File: src/rtl/sd_weight_loader.sv
// SD-card weight loader: reads a run of 512-byte sectors, packs the byte stream
// into DATA_W-bit words and writes them round-robin across NUM_BANKS weight banks.
module sd_weight_loader #(
  parameter int DATA_W     = 32,
  parameter int NUM_BANKS  = 4,
  parameter int ADDR_W     = 10,
  parameter int BYTE_ORDER = 0,
  localparam int BANK_W    = (NUM_BANKS > 1) ? $clog2(NUM_BANKS) : 1
) (
  input  logic              clk,
  input  logic              rst,
  input  logic              start,
  input  logic [31:0]       start_sector,
  input  logic [31:0]       word_count,
  input  logic              abort,
  output logic              busy,
  output logic              done,
  output logic              err,
  input  logic              sd_init_done,
  output logic              sd_sec_read,
  output logic [31:0]       sd_sec_read_addr,
  input  logic [7:0]        sd_sec_read_data,
  input  logic              sd_sec_read_data_valid,
  input  logic              sd_sec_read_end,
  output logic              wr_en,
  output logic [BANK_W-1:0] wr_bank,
  output logic [ADDR_W-1:0] wr_addr,
  output logic [DATA_W-1:0] wr_data
);

  localparam int BYTES = DATA_W / 8;
  localparam int LANE_W = (BYTES > 1) ? $clog2(BYTES) : 1;
  localparam logic [63:0] CAP = 64'(NUM_BANKS) << ADDR_W;
  localparam logic [LANE_W-1:0] LANE_LAST = LANE_W'(BYTES - 1);
  localparam logic [BANK_W-1:0] BANK_LAST = BANK_W'(NUM_BANKS - 1);

  typedef enum logic [2:0] {IDLE, REQ, XFER, GAP, FIN} state_t;

  state_t              state, state_nxt;
  logic                err_nxt;
  logic [39:0]         total_bytes, total_bytes_in, byte_cnt;
  logic [31:0]         sectors, sec_idx;
  logic [LANE_W-1:0]   lane;
  logic [BANK_W-1:0]   bank_cnt;
  logic [ADDR_W-1:0]   addr_cnt;
  logic                abort_seen;
  logic [DATA_W-1:0]   pack, pack_merged;
  logic                accept, count_ok, byte_in, byte_keep, word_done;

  function automatic logic [31:0] sectors_for(input logic [39:0] nbytes);
    return {1'b0, nbytes[39:9]} + {31'd0, |nbytes[8:0]};
  endfunction

  assign accept         = (state == IDLE) && start && sd_init_done;
  assign count_ok       = (word_count != 32'd0) && (64'(word_count) <= CAP);
  assign total_bytes_in = 40'(word_count) * 40'(BYTES);
  assign byte_in        = (state == XFER) && sd_sec_read_data_valid;
  assign byte_keep      = byte_in && (byte_cnt < total_bytes);
  assign word_done      = byte_keep && (lane == LANE_LAST);

  // Shift-in packing: after BYTES shifts the first byte sits at its final lane.
  generate
    if (DATA_W == 8) begin : g_pack_byte
      assign pack_merged = sd_sec_read_data;
    end else if (BYTE_ORDER == 0) begin : g_pack_le
      assign pack_merged = {sd_sec_read_data, pack[DATA_W-1:8]};
    end else begin : g_pack_be
      assign pack_merged = {pack[DATA_W-9:0], sd_sec_read_data};
    end
  endgenerate

  always_comb begin
    state_nxt = state;
    err_nxt   = 1'b0;
    case (state)
      IDLE: if (accept) begin
        state_nxt = count_ok ? REQ : FIN;
        err_nxt   = !count_ok;
      end
      REQ:  state_nxt = XFER;
      XFER: if (sd_sec_read_end) state_nxt = GAP;
      GAP: begin
        if (abort_seen || abort) begin
          state_nxt = FIN;
          err_nxt   = 1'b1;
        end else if ((sec_idx + 32'd1) < sectors) begin
          state_nxt = REQ;
        end else begin
          state_nxt = FIN;
        end
      end
      FIN:     state_nxt = IDLE;
      default: state_nxt = IDLE;
    endcase
  end

  always_ff @(posedge clk or negedge rst) begin
    if (!rst) begin
      state            <= IDLE;
      busy             <= 1'b0;
      done             <= 1'b0;
      err              <= 1'b0;
      sd_sec_read      <= 1'b0;
      sd_sec_read_addr <= 32'd0;
      wr_en            <= 1'b0;
      wr_bank          <= '0;
      wr_addr          <= '0;
      wr_data          <= '0;
      total_bytes      <= 40'd0;
      byte_cnt         <= 40'd0;
      sectors          <= 32'd0;
      sec_idx          <= 32'd0;
      lane             <= '0;
      bank_cnt         <= '0;
      addr_cnt         <= '0;
      abort_seen       <= 1'b0;
    end else begin
      state       <= state_nxt;
      busy        <= (state_nxt == REQ) || (state_nxt == XFER) || (state_nxt == GAP);
      done        <= (state_nxt == FIN);
      err         <= (state_nxt == FIN) && err_nxt;
      sd_sec_read <= (state_nxt == REQ) || (state_nxt == XFER);
      wr_en       <= word_done;

      if (accept) begin
        sd_sec_read_addr <= start_sector;
        total_bytes      <= total_bytes_in;
        sectors          <= sectors_for(total_bytes_in);
        byte_cnt         <= 40'd0;
        sec_idx          <= 32'd0;
        lane             <= '0;
        bank_cnt         <= '0;
        addr_cnt         <= '0;
        abort_seen       <= abort;
      end else if (state != IDLE && abort) begin
        abort_seen <= 1'b1;
      end

      if (state == GAP) begin
        sec_idx          <= sec_idx + 32'd1;
        sd_sec_read_addr <= sd_sec_read_addr + 32'd1;
      end

      if (byte_in) byte_cnt <= byte_cnt + 40'd1;
      if (byte_keep) lane <= word_done ? '0 : lane + 1'b1;

      if (word_done) begin
        wr_data <= pack_merged;
        wr_bank <= bank_cnt;
        wr_addr <= addr_cnt;
        if (bank_cnt == BANK_LAST) begin
          bank_cnt <= '0;
          addr_cnt <= addr_cnt + 1'b1;
        end else begin
          bank_cnt <= bank_cnt + 1'b1;
        end
      end
    end
  end

  // Pack register carries only data, so it needs no reset.
  always_ff @(posedge clk) begin
    if (byte_keep) pack <= pack_merged;
  end

endmodule

File: config.mk
export PLATFORM = sky130hd
export DESIGN_NAME = sd_weight_loader
export DESIGN_NICKNAME = d
export VERILOG_FILES = /design/src/rtl/sd_weight_loader.sv
export SDC_FILE = /design/constraint.sdc
export NUM_CORES = 1
export LEC_CHECK = 0
export CAP_MARGIN = 20
export CELL_PAD_IN_SITES_DETAIL_PLACEMENT = 0
export CELL_PAD_IN_SITES_GLOBAL_PLACEMENT = 2
export CORE_MARGIN = 8
export CORE_UTILIZATION = 36
export DETAILED_ROUTE_END_ITERATION = 12
export PLACE_DENSITY = 0.86
export SYNTH_ARGS = -nofsm -noshare
export SYNTH_HDL_FRONTEND = slang
export SYNTH_SLANG_ARGS = --single-unit
File: constraint.sdc
create_clock -name clk -period 4.5 [get_ports clk]
set_input_delay 0.9 -clock clk [delete_from_list [all_inputs] [get_ports clk]]
set_output_delay 0.9 -clock clk [all_outputs]
set_load 0.01 [all_outputs]
==> results of run 1 <==
## report_power, final
part,internal [mW],switching [mW],leakage [nW]
logic,0.287,0.352,3.39
registers,2.43,0.104,3.25
clock network,1.48,1.02,0.504
total,4.20,1.47,7.14
## metal layers
layer,GRT usage,vias up,share of wire
met1,0.2218,5172,0.46
met5,0,-,0
met2,0.2759,184,0.48
li1,-,5190,-
met3,0.02370,47,0.036
met4,0.04437,0,0.022
## sequential cells by signal, indices dropped and copies added (netlist names), 10 cells and up
name	flops
byte_cnt	40
sectors	26
addr_cnt	10
total_bytes	32
wr_data	32
pack	24
sd_sec_read_addr	32
wr_addr	10
sec_idx	32
## stage by stage
stage            util  hold slack, ns  power, mW
2_1_floorplan       -          0.4204      2.862
3_3_place_gp   0.4211          0.4243      3.216
3_5_place_dp   0.4211          0.4313      3.228
4_1_cts        0.4495          0.4223      5.766
5_1_grt        0.4495          0.4304      5.943
6_report       0.4495          0.3806      5.677
## cell families after synthesis
group	Yosys count
AND/OR/NAND/NOR	529
AO/OA/AOI/OAI	275
flip-flops	253
buffers and inverters	125
adder cells (fa/ha/maj)	64
multiplexers	61
XOR/XNOR	55
## layout make-up
| cell class | instances | area share |
|---|---|---|
| multi-input combinational | 984 | 0.3843 |
| tap | 468 | 0.03584 |
| clock inverter | 16 | 0.009726 |
| clock buffer | 41 | 0.05345 |
| timing repair buffer | 171 | 0.1055 |
| inverter | 71 | 0.01631 |
| sequential | 253 | 0.3949 |
## layout by cell type, fill, tap and decap left out, types with 5 or more instances in the layout
master           instances
a211oi_1                12
edfxtp_1                24
o211ai_1                22
xor2_1                  23
and3_1                  35
o22ai_1                 10
mux2_2                  44
o21ai_0                127
mux2i_1                 16
nand3_1                 82
nand4_1                 41
buf_4                    9
a21oi_1                 36
or2_2                    6
clkbuf_8                 6
clkdlybuf4s50_1        158
nor2_1                  59
clkbuf_16               31
ha_1                    64
nor4_1                  13
xnor2_1                 32
nor2b_1                  5
a221o_1                  5
o311ai_0                 5
dfrtp_1                229
nand2_1                220
clkinv_2                 8
a311oi_1                 6
o31ai_1                 17
and4_1                  12
nor3_1                  26
a21o_1                   5
inv_1                   71
## worst paths after layout
| path | from | to | slack, ns |
|---|---|---|---|
| hold reg to reg | pack[28] | pack[20] | 0.44 |
| setup reg to reg | sec_idx[2] | sd_sec_read | 0.54 |
| setup / recovery | sec_idx[2] | sd_sec_read | 0.54 |
| max in group asynchronous | rst | sd_sec_read_addr[29] | 3.13 |
| min in group clk | pack[28] | pack[20] | 0.44 |
| hold / removal | rst | byte_cnt[21] | 0.38 |
==> flow_summary.toml, run 1 <==
[floorplan]
die_y_um = 207.4
core-area_mm2 = 0.03635
boundaryPins = 160
die_w_um = 207.4
die_area_mm2 = 0.04300
initial_core_util = 0.3628
rows = 70

[power_and_ir_drop]
ir_drop_mv = 0.3068
p_leak_nw = 7.143
power_density_mw_per_mm2 = 347.5

[detailed_routing]
drc = 0
ant_nets = 0
wl_mm = 36.16
drt_iter0_markers = 587
route.vias.total = 10590
drt_pass1_iterations = 5
via_per_inst = 5.286
wl_per_cell_um = 18.04

[clock_network]
hold_buffers = 0
cts_tree = "yes"
cts-root-buf = "clkbuf_16"
htree_num_levels = 1
path_clk_slew_ns = 0.06
cts_resized = 0
clock_sinks = 253
cts_buffers = 31
worstSkewPairLatency_ns = 0.57
post-cts-setup-buffers = 0
cts_buffer_depth = 3

[synth]
synthSimpleGateAreaFrac = 0.1955
synth_top_family_by_area = "simple AND/OR/NAND/NOR gates"
synthCells = 1362
ys_warn_count = 0
synthXorXnorAreaFrac = 0.03653
async_flop_share = 0.9051
synth_fa_ha_area_frac = 0.06073
yosysTopAreaCell = "dfrtp_1"
synth_seq_cells = 253
synth-main-ff-cell = "dfrtp_1"
synthMuxAreaShare = 0.05086
synth.distinct_cells = 69
synth-seq-area-share = 0.4893
post_synth.cell_area_avg_um2 = 9.681
synth_top_area_share = 0.4346
synth_top_cells_by_count = "dfrtp_1, nand2_1, o21ai_0"
syn-cell-area_mm2 = 0.01319
synth_edf_count = 24
synth_area_leaders = "dfrtp_1, nand2_1, ha_1"
syn-num-nets = 1505
synth_compound_area_frac = 0.1298
yosys.cell_count.top_type = "dfrtp_1"

[critical_path]
crit_type = "flop to flop"
startpoint_type = "flop"
cp_num_cells = 13
worstPathMaxFanout = 8
critPathRequiredTime_ns = 4.97
reg2reg_depth = 13
critPathSlowestCell = "nor3_1"
cp_num_buf_inv = 0
path_delay_family = "simple AND/OR/NAND/NOR gates"
crit_arrival_ns = 4.43
slowest_delay_ns = 0.47
crit_chain = "nand2_1 -> or2_2 -> nor3_1 -> nand3_1 -> xnor2_1 -> ha_1 -> a21oi_1 -> o21ai_0 -> a2111o_1 -> o311ai_0 -> and4_1 -> nand4_4 -> a311oi_2"
crit_path_end_kind = "flop"

[finish]
fin_area_mm2 = 0.01634
antenna_cells = 0
num-fill-cells = 3437
syn_to_final_growth_pct = 23.91
nNetsFinal = 1655
register_area_mm2 = 0.006451
finalNonFillerCells = 2004
drive_gt1_frac = 0.08659
multi_input_area_mm2 = 0.006279

[place]
dp.cells = 1947
hpwl_mm = 25.50
place_congestion = 0.7941
place_area_mm2 = 0.01531
pre_cts_slack_ns = 0.5202
numPortBuffers = 159

[timing]
slew_headroom = 0.2546
final_max_slew_viol_count = 0
worst_pin_slew_ns = 1.108
final.period_utilization = 0.8797
finalWorstSetupSlack_ns = 0.5413
fin_tns_setup_ns = 0
finClkSkew_ns = 0.01516
hold_violations = 0
rsz0062_at_grt = "no"
fmax_mhz = 252.6
period_minus_slack_ns = 3.959
finalSetupViolations = 0

[grt]
grt_antenna_before_repair = 0
overflow = 0
grt_usage = 0.1651
grt_max_degree = 124
grt_pass1_vias = 10700
grt_pass1_wl_mm = 59.39

[hold_path]
hp-class = "input pin to asynchronous set/reset pin"

[job]
max_cap_violations = 0

[outcome]
status = "finished, final reports clean"
Power figures use the tool's default switching activity.
==> inputs of run 2 (changes only) <==
CORE_MARGIN = 1   (was 8)
TNS_END_PERCENT = 50   (was not set)
==> run 2 against run 1 <==
The flow now finishes with violations (DRC). Combinational power fell by 0.8%. Via count fell by 0.64%. Clock-buffer cell count is 2 lower. Fmax rose by 0.55%. Largest cell class unchanged.
==> flow_summary.toml, run 2 (synthesized netlist as in run 1, its figures left out) <==
[clock_network]
cts-root-buf = "clkbuf_16"
path_clk_slew_ns = 0.06
cts_tree = "yes"
htree_num_levels = 1
cts_buffer_depth = 3
cts_resized = 0
cts_buffers = 29
clock_sinks = 253
hold_buffers = 0
worstSkewPairLatency_ns = 0.55
post-cts-setup-buffers = 0

[timing]
period_minus_slack_ns = 3.937
rsz0062_at_grt = "no"
finClkSkew_ns = 0.01450
final.period_utilization = 0.8749
whs_ns = 0.4413
final_max_slew_viol_count = 0
fin_tns_setup_ns = 0
fmax_mhz = 254.0
hold_violations = 0
worst_pin_slew_ns = 0.9982
slew_headroom = 0.3284
finalSetupViolations = 0

[grt]
grt_pass1_wl_mm = 55.76
grt_max_degree = 127
grt_pass1_vias = 10170
overflow = 0
grt_antenna_before_repair = 0
grt_usage = 0.1821

[hold_path]
hold_path_depth = 0
hp-class = "flop to flop"
hold-path-endpoint = "pack[19]"
hold_start = "pack[27]"

[detailed_routing]
ant_nets = 0
via_per_inst = 5.278
wl_mm = 34.09
drt_pass1_iterations = 9
wl_per_cell_um = 17.10
route.vias.total = 10530
drt_iter0_markers = 634
drc = 4

[finish]
drive_gt1_frac = 0.08350
num-fill-cells = 3384
final_cell_mix = "dfrtp_1, nand2_1, clkdlybuf4s50_1, o21ai_0, nand3_1"
nNetsFinal = 1654
syn_to_final_growth_pct = 23.53
final_common_cell = "dfrtp_1"
antenna_cells = 0
regMostFlops = "byte_cnt"
largest_reg_flops = 40

[critical_path]
reg2reg_setup_slack_ns = 0.56
crit_chain = "nand2_1 -> or2_2 -> nor3_1 -> nand3_1 -> xnor2_1 -> ha_1 -> a21oi_1 -> o21ai_0 -> a2111o_1 -> o311ai_0 -> and4_1 -> nand4_4 -> a311oi_2"
reg2reg_depth = 13
critPathRequiredTime_ns = 4.95
worstPathMaxFanout = 8
r2r-end = "sd_sec_read"
slowest_delay_ns = 0.46
cp_num_buf_inv = 0
crit_arrival_ns = 4.39
crit_path_end_kind = "flop"
timing.rr.start = "sec_idx[2]"
path_delay_family = "simple AND/OR/NAND/NOR gates"
crit_type = "flop to flop"
critPathSlowestCell = "nor3_1"
startpoint_type = "flop"

[floorplan]
die_y_um = 193.4
boundaryPins = 160
rows = 69
die_area_mm2 = 0.03739
initial_core_util = 0.3680
die_w_um = 193.4
core-area_mm2 = 0.03583

[power_and_ir_drop]
ir_drop_mv = 0.4044
power_density_mw_per_mm2 = 344.0
p_leak_nw = 7.130

[place]
place_congestion = 0.7918
numPortBuffers = 159
hpwl_mm = 24.25

[outcome]
status = "finished with violations"
violations = "DRC"

[job]
max_cap_violations = 0
[run 2: cell count changes in the layout (fill, tap and decap cells not counted)]
cell,delta
clkbuf_8,-2
clkbuf_16,-2
clkbuf_1,+2
buf_4,+1
clkinv_2,-1
clkinv_4,+1
inv_16,-1
bufinv_16,+2
clkinvlp_4,-3
[run 2: area by class of cell]
type                    count  area [µm²]  share of cell area
clock buffers              39       803.3             0.04932
repair buffers            172        1732              0.1063
flip-flops and latches    253        6451              0.3961
multi-input cells         984        6279              0.3855
inverters                  71       266.5             0.01636
well taps                 461       576.8             0.03541
clock inverters            14       180.2             0.01106
[run 2: worst reg2reg max path: stages (launching register included)]
cell,delay (ns)
dfrtp_1,0.45
nand2_1,0.12
or2_2,0.34
nor3_1,0.46
nand3_1,0.17
xnor2_1,0.22
ha_1,0.29
a21oi_1,0.14
o21ai_0,0.13
a2111o_1,0.40
o311ai_0,0.37
and4_1,0.33
nand4_4,0.16
a311oi_2,0.28
[run 2: worst max-delay path by stage]
stage,startpoint,to,depth (start not counted)
global placement,sec_idx[2],sd_sec_read,13
finish,sec_idx[2],sd_sec_read,13
detailed placement,sec_idx[5],sd_sec_read,12
floorplan,sec_idx[2],sd_sec_read,14
global route,sec_idx[2],sd_sec_read,13
CTS,sec_idx[2],sd_sec_read,13
[run 2: per-stage QoR]
stage	util	cell area (µm²)	total power, mW	setup slack (ns)	instances
6_report	0.4546	16290	5.603	0.5629	1994
5_1_grt	0.4546	16290	5.858	0.2673	1994
4_1_cts	0.4546	16290	5.682	0.5812	1994
3_5_place_dp	0.4272	15300	3.221	0.6110	1941
3_3_place_gp	0.4272	15300	3.213	0.7639	1941
2_1_floorplan	-	13190	2.862	1.121	1362
[run 2: per-layer routing]
layer,share of wire,global-route usage,routed length (µm)
met1,0.47,0.2570,16120
met2,0.47,0.2987,16130
met5,0,0,0
met4,0.019,0.04207,633
met3,0.035,0.02144,1200
[run 2: where the power goes]
| group | switching, mW | internal (mW) | total [mW] |
|---|---|---|---|
| Sequential | 0.105 | 2.43 | 2.54 |
| Clock | 0.954 | 1.48 | 2.43 |
| Combinational | 0.345 | 0.288 | 0.634 |
==> inputs of run 3 (changes only) <==
GPL_ROUTABILITY_DRIVEN = 1   (was not set)
==> results of run 3 <==
The final DEF is identical to that of run 2; final timing and power are the same.
